### config.mk
export PLATFORM = sky130hd
export DESIGN_NAME = aer_channel
export DESIGN_NICKNAME = d
export VERILOG_FILES = /design/src/rtl/aer_channel.sv
export SDC_FILE = /design/constraint.sdc
export NUM_CORES = 1
export LEC_CHECK = 0
export CAP_MARGIN = 20
export CORE_UTILIZATION = 40
export DETAILED_ROUTE_END_ITERATION = 6
export DONT_BUFFER_PORTS = 1
export PLACE_DENSITY_LB_ADDON = 0.12
export SYNTH_ARGS = -nofsm -noshare
export SYNTH_HDL_FRONTEND = slang
export SYNTH_SLANG_ARGS = --single-unit
### constraint.sdc
create_clock -name clk -period 2.83 [get_ports clk]
set_input_delay 0.7075 -clock clk [delete_from_list [all_inputs] [get_ports clk]]
set_output_delay 0.7075 -clock clk [all_outputs]
set_load 0.01 [all_outputs]
### src/rtl/aer_channel.sv
// aer_channel: two-channel AER output arbiter.
// Detects rising edges on four event lines and counts them in per-line
// saturating counters. It replays them one at a time as fixed-width pulses,
// with round-robin arbitration between lines.
// Optional macro AER_CHANNEL_SYNC_EN inserts a 2-flop synchronizer per input.
module aer_channel #(
  parameter int PULSE_CYCLES = 2,
  parameter int GAP_CYCLES   = 1,
  parameter int PEND_W       = 4
) (
  input  logic clk,
  input  logic reset,
  input  logic Ch1Up_In,
  input  logic Ch1Down_In,
  input  logic Ch2Up_In,
  input  logic Ch2Down_In,
  output logic Ch1Up_Out,
  output logic Ch1Down_Out,
  output logic Ch2Up_Out,
  output logic Ch2Down_Out
);

  localparam int MAX_CYC = (PULSE_CYCLES > GAP_CYCLES) ? PULSE_CYCLES : GAP_CYCLES;
  localparam int TMR_W   = (MAX_CYC > 1) ? $clog2(MAX_CYC) : 1;
  localparam logic [PEND_W-1:0] CNT_MAX = {PEND_W{1'b1}};

  typedef enum logic [1:0] {S_IDLE, S_PULSE, S_GAP} state_t;

  logic [3:0]             in_raw;
  logic [3:0]             in_lvl;
  logic [3:0]             lvl_q, lvl_d;
  logic [3:0]             evt;
  logic [3:0][PEND_W-1:0] cnt_q, cnt_d;
  logic [1:0]             ptr_q, ptr_d;
  logic [3:0]             out_q, out_d;
  logic [TMR_W-1:0]       tmr_q, tmr_d;
  state_t                 state_q, state_d;
  logic                   any_pend;
  logic [1:0]             win;
  logic [1:0]             idx;
  logic [3:0]             grant;
  logic                   can_grant;

  // Line order: 0=Ch1Up, 1=Ch1Down, 2=Ch2Up, 3=Ch2Down
  assign in_raw = {Ch2Down_In, Ch2Up_In, Ch1Down_In, Ch1Up_In};

`ifdef AER_CHANNEL_SYNC_EN
  logic [3:0] sync1_q, sync1_d, sync2_q, sync2_d;

  // Synchronizer next-state: plain shift of the raw lines
  always_comb begin
    sync1_d = in_raw;
    sync2_d = sync1_q;
  end

  // Two-flop synchronizer register
  always_ff @(posedge clk or negedge reset) begin
    if (!reset) begin
      sync1_q <= '0;
      sync2_q <= '0;
    end else begin
      sync1_q <= sync1_d;
      sync2_q <= sync2_d;
    end
  end

  assign in_lvl = sync2_q;
`else
  assign in_lvl = in_raw;
`endif

  // Edge detect: the level register resets to 0, so a line high at reset release is an event
  always_comb begin
    lvl_d = in_lvl;
    evt   = in_lvl & ~lvl_q;
  end

  // Round-robin search: the lowest offset from the pointer with a pending count wins
  always_comb begin
    any_pend = 1'b0;
    win      = ptr_q;
    idx      = '0;
    for (int k = 3; k >= 0; k--) begin
      idx = ptr_q + 2'(k);
      if (cnt_q[idx] != '0) begin
        any_pend = 1'b1;
        win      = idx;
      end
    end
  end

  // FSM next-state and output register; a grant can also happen on the last GAP cycle
  always_comb begin
    state_d   = state_q;
    tmr_d     = tmr_q;
    out_d     = out_q;
    ptr_d     = ptr_q;
    grant     = 4'b0000;
    can_grant = (state_q == S_IDLE) || ((state_q == S_GAP) && (tmr_q == '0));
    case (state_q)
      S_PULSE: begin
        if (tmr_q == '0) begin
          out_d   = 4'b0000;
          state_d = S_GAP;
          tmr_d   = TMR_W'(GAP_CYCLES - 1);
        end else begin
          tmr_d = tmr_q - 1'b1;
        end
      end
      S_GAP: begin
        if (tmr_q != '0) tmr_d = tmr_q - 1'b1;
        else             state_d = S_IDLE;
      end
      default: ;
    endcase
    if (can_grant && any_pend) begin
      grant   = 4'b0001 << win;
      out_d   = grant;
      state_d = S_PULSE;
      tmr_d   = TMR_W'(PULSE_CYCLES - 1);
      ptr_d   = win + 2'd1;
    end
  end

  // Pending counters: an event and a grant together cancel; an event at saturation is dropped
  always_comb begin
    cnt_d = cnt_q;
    for (int i = 0; i < 4; i++) begin
      if (evt[i] && !grant[i] && (cnt_q[i] != CNT_MAX)) cnt_d[i] = cnt_q[i] + 1'b1;
      else if (grant[i] && !evt[i])                      cnt_d[i] = cnt_q[i] - 1'b1;
    end
  end

  // State registers, all cleared by the asynchronous reset
  always_ff @(posedge clk or negedge reset) begin
    if (!reset) begin
      lvl_q   <= '0;
      cnt_q   <= '0;
      ptr_q   <= '0;
      out_q   <= '0;
      tmr_q   <= '0;
      state_q <= S_IDLE;
    end else begin
      lvl_q   <= lvl_d;
      cnt_q   <= cnt_d;
      ptr_q   <= ptr_d;
      out_q   <= out_d;
      tmr_q   <= tmr_d;
      state_q <= state_d;
    end
  end

  assign Ch1Up_Out   = out_q[0];
  assign Ch1Down_Out = out_q[1];
  assign Ch2Up_Out   = out_q[2];
  assign Ch2Down_Out = out_q[3];

endmodule

**Word-level counts from Yosys, hierarchy flattened**

Index checks and enable logic that the tools add are counted.

- Bits in registers: 29
- Input bits: 6
- Output and inout port bits: 4

- Add/sub/neg operators: 13
- Order comparisons: 4
- Equal/unequal tests: 9
- Shifts and indexed selects: 1
- Mux-type cells: 35
- Bitwise logic cells: 3
- Reduce and logical (&&, ||, !) cells: 38

Operators by type and width:

| operator | count |
|---|---|
| $mux W4 | 16 |
| $bmux W4 S2 | 4 |
| $add A4 B1 Y4 const B | 4 |
| $ne A4 B4 Y1 const B | 4 |
| $reduce_bool A4 Y1 | 4 |
| $sub A4 B1 Y4 const B | 4 |
| $logic_and A1 B1 Y1 | 14 |
| $mux W2 | 7 |
| $lt A2 B3 Y1 const B | 4 |
| $reduce_bool A2 Y1 | 6 |
| $logic_not A1 Y1 | 8 |
| $mux W1 | 7 |
| $add A2 B1 Y2 const B | 2 |
| $add A2 B2 Y2 const B | 2 |
| $and A4 B4 Y4 | 1 |
| $not A4 Y4 | 1 |
| $pmux W2 S2 | 1 |
| $shl A1 B2 Y4 const A | 1 |
| $ne A3 B2 Y1 const B | 1 |
| $ne A3 B3 Y1 const B | 1 |
| $reduce_and A3 Y1 | 1 |
| $reduce_bool A3 Y1 | 1 |
| $eq A2 B1 Y1 const B | 1 |
| $eq A2 B2 Y1 const B | 1 |
| 7 further kinds | 7 |

**Longest topological paths before layout**

- Depth after elaboration: 14
- Gate-level depth with buffers: 14
- Mapped depth without buffers: 14

**Worst setup path before layout**

OpenSTA, ideal clock, no wires.

- Path type: register to register
- From: register cnt_q[0] (netlist name)
- To: register cnt_q[11] (netlist name)
- Setup time: 125 ps
- Arrival time: 2966 ps
- Data required time: 2705 ps
- Setup slack: -260 ps
- Cell stages (with the launch flop): 14
- Path buffers: 0
- Clock period less this slack: 3090 ps
- Cells stage by stage: dfrtp_1 -> or4_1 -> nand2_1 -> o21ai_0 -> a221o_1 -> ha_1 -> nand3_1 -> nand2_1 -> ha_1 -> a21o_1 -> a21oi_1 -> nor2b_1 -> a22o_1 -> xor2_1

- Longest elaborated chain between the ends: 13

Ends and longest elaborated chain:

| item | line | text |
|---|---|---|
| start: declaration | 33 | `logic [3:0][PEND_W-1:0] cnt_q, cnt_d;` |
| start signal: assignment | 145 | `cnt_q <= cnt_d;` |
| $bmux W4 S2 | 85 | `if (cnt_q[idx] != '0) begin` |
| $mux W4 (not written as such) | 85 |  |
| $reduce_bool A4 Y1 | 85 |  |
| $mux W2 or $mux W1 (tied branches) (4 in a row) | 85 |  |
| $shl A1 B2 Y4 or $logic_and A1 B1 Y1 (tied branches) | 117, 116 |  |
| $mux W4 (*) | 116 | `if (can_grant && any_pend) begin` |
| $logic_not A1 Y1 | 129 | `if (evt[i] && !grant[i] && (cnt_q[i] != CNT_MAX)) cnt_d[i] = cnt_q[i] + 1'b1;` |
| $logic_and A1 B1 Y1 (2 in a row) | 129 |  |
| $mux W4 or $reduce_bool A2 Y1 (tied branches) | - |  |

Every way passes the cells marked *; elsewhere a longest branch is shown, timed or not. The select of a mux whose other input is x is not followed.
A chain may end at the register's enable or synchronous reset.

**Worst setup path in the final report**

- From: register cnt_q[11] (netlist name)
- To: register cnt_q[10] (netlist name)

- Longest elaborated chain between the ends: 13

Ends and longest elaborated chain:

| item | line |
|---|---|
| $bmux W4 S2 | 85 |
| $mux W4 (not written as such) | 85 |
| $reduce_bool A4 Y1 | 85 |
| $mux W2 or $mux W1 (tied branches) (4 in a row) | 85 |
| $shl A1 B2 Y4 or $logic_and A1 B1 Y1 (tied branches) | 117, 116 |
| $mux W4 | 116 |
| $logic_not A1 Y1 | 129 |
| $logic_and A1 B1 Y1 (2 in a row) | 129 |
| $mux W4 or $reduce_bool A2 Y1 (tied branches) | - |

Parallel ways exist; a longest one is shown, timed or not. The select of a mux whose other input is x is not followed.

==> impl_metrics.yaml <==
floorplan:
  die-area_um2: 4870
  ioPinCount: 10
  die_w_um: 69.8
  core-area_um2: 4380
  placementRows: 24
  initial_core_util: 0.420
  die_y_um: 69.8
grt:
  use_met2: 0.307
  grt_busiest_layer: "met2"
  globalRouteMet3Util: 0.0422
  grt_use_total: 0.180
  grt_use_met1: 0.232
  antenna_found_initial: 0
  grt_pass1_vias: 1511
  grt_max_degree: 30
  grt_pass1_wl_um: 7020
  grt-ovfl-total: 0
routing:
  drt_iter0_drc: 49
  dr.pass1.iters: 4
  postRouteAntennaNets: 0
  post_drt_wl_per_cell_um: 15.2
  vias: 1485
  via_per_inst: 5.50
  drt_wl_total_um: 4110
  route.detailed.drc: 0
synthesis:
  yosys-top-cells-area: "dfrtp_1, ha_1, mux2_2"
  async_flop_share: 1.00
  ys.flop_type: "dfrtp_1"
  post-synth-top-count-cell: "dfrtp_1"
  syn_area_um2: 1840
  syn_nets: 195
  synth_edf_count: 0
  synthTopCellsByCount: "dfrtp_1, nand2_1, ha_1, a21oi_1"
  syn_avg_cell_area_um2: 10.8
  ys_warn_count: 0
  ys_ff_latch: 29
  synth-seq-area-share: 0.395
  yosysTopAreaCell: "dfrtp_1"
  synth.distinct_cells: 35
  yosys.area.top_type_share: 0.395
  netlist_instances: 170
clock_tree:
  path_clk_slew_ns: 0.06
  cts_root_buf: "clkbuf_8"
  cts_buffers: 5
  clock_path_buffers: 2
  postCtsHoldBufs: 0
  cts-htree-levels: 2
  clock-sinks: 29
  cts_tree: "done"
  clk_latency_ns: 0.28
worst_setup_path:
  cp_slowest_cell: "or4_4"
  worst-path-buf-inv: 2
  cpPeakStageDelay_ns: 0.59
  worstSetupStartpointType: "flop"
  crit_fanout: 3
  worstPathArrival_ns: 3.15
  worstPathCellList: "or4_4, o31ai_4, a21oi_2, a21o_1, ha_2, nand3_2, nand2_4, buf_4, buf_6, fa_2, xor2_1, mux2_2"
  path_class: "flop to flop"
  crit_required_ns: 2.99
  critPathTopFamily: "simple AND/OR/NAND/NOR gates"
  endpoint_kind: "flop"
placed_design:
  dp_hpwl_um: 3000
  io_buffers: 0
  gp_congestion: 0.932
  postPlaceCellArea_um2: 2270
  dpl_worst_slack_ns: -0.151
power_and_ir_drop:
  power_mw: 3.09
  peakVddDrop_mv: 0.514
  p_leak_nw: 1.12
  p_per_area_nw_per_um2: 1200
timing:
  post-route-min-period_ns: 2.99
  setup_slack_ns: -0.159
  finClkSkew_ns: 0.00392
  rsz0062_at_grt: "yes"
  hold_viol_final: 0
  slew_viol_final: 0
  max_freq_mhz: 335
  slew_headroom: 0.653
  fin_crit_sh: 1.06
  setup_viol: 6
  worst_slew_pin_slew_ns: 0.521
layout:
  antenna_cells: 0
  final_area_um2: 2570
  synthToLayoutAreaGrowth_pct: 39.9
  layout-drive-gt1-share: 0.468
  nets: 242
outcome:
  status: "finished, violations left"
  failed_checks: "setup timing"
hold_path:
  hold_path_class: "primary input to asynchronous set/reset pin"
flow_run:
  cap_violations: 0
==> through the flow <==
step,std cells,TNS [ns],util,hold WS (ns)
final,270,-0.747,0.587,0.117
after floorplan,170,-0.0868,-,0.412
after global routing,270,-1.73,0.587,0.103
after global placement,256,-0.294,0.517,0.413
after detailed placement,256,-0.601,0.517,0.413
after CTS,266,-0.353,0.557,0.107
==> where the power goes <==
| group | switching [mW] | internal, mW | total, mW |
|---|---|---|---|
| registers | 0.148 | 0.602 | 0.750 |
| logic | 0.948 | 1.01 | 1.96 |
| clock network | 0.157 | 0.219 | 0.376 |
==> path summary, 6_finish.rpt <==
check / startpoint / cells after the start / end / slack (ns)
max in group asynchronous: reset / 0 / cnt_q[8] / 2.62
min in group clk: Ch1Down_In / 0 / lvl_q[1] / 0.45
max: cnt_q[11] / 12 / cnt_q[10] / -0.16
min reg2reg: out_q[0] / 2 / out_q[0] / 0.54
min: reset / 0 / lvl_q[3] / 0.12
max reg2reg: cnt_q[11] / 12 / cnt_q[10] / -0.16
==> routing by layer <==
metal / share of wire / vias to the layer above
met4: 0.010 / 0
met3: 0.035 / 6
li1: - / 716
met1: 0.44 / 729
met5: 0 / -
met2: 0.51 / 34
==> state kept, by name, summed over array words and instances, names as in the netlist <==
register  cells
state_q       2
lvl_q         4
out_q         4
tmr_q         1
cnt_q        16
ptr_q         2
==> cells by family after synthesis <==
| family | count (synthesis) | synth area share |
|---|---|---|
| AOI/OAI and AO/OA | 34 | 0.126 |
| muxes | 12 | 0.0708 |
| and+or+nand+nor | 57 | 0.187 |
| DFF | 29 | 0.395 |
| xor gates and xnor gates | 12 | 0.0571 |
| adders and majority gates | 19 | 0.146 |
| buffers and inverters | 7 | 0.0190 |
==> cell usage in the layout (no fill, tap or decap), types with 2 or more instances in the layout <==
cell,count
mux2i_2,2
buf_6,4
a41oi_1,4
nand3_4,3
nand2_4,5
dfrtp_1,28
fa_2,3
nor2_1,4
a21oi_1,3
xor2_1,8
o21ai_0,4
ha_2,3
mux2i_1,2
nand2b_1,4
xnor2_1,4
mux2_2,7
a21oi_2,6
nor4_1,2
inv_1,4
nor2b_1,6
a21o_1,5
and4_1,4
a22o_1,4
ha_1,7
nand2_2,2
ha_4,5
nand2_1,14
buf_4,39
nor3_1,3
clkbuf_8,7
or4_4,4
==> final cells by class <==
cell class,count,area (µm²)
fillers,371,1810
multi-input cells,134,1330
flip-flops and latches,29,727
repair buffers,43,338
clock buffers,7,96.3
well taps,52,65.1
inverters,4,15.0
clock inverters,1,5.00
==> repair_timing <==
action | CTS | global route
pin swaps | 6 | 17
gates resized for setup | 13 | 16
gates cloned | 0 | 0
buffers inserted | 2 | 4
endpoints found under the setup margin | 8 | 12
No activity file was read; power rests on OpenSTA's default activity.
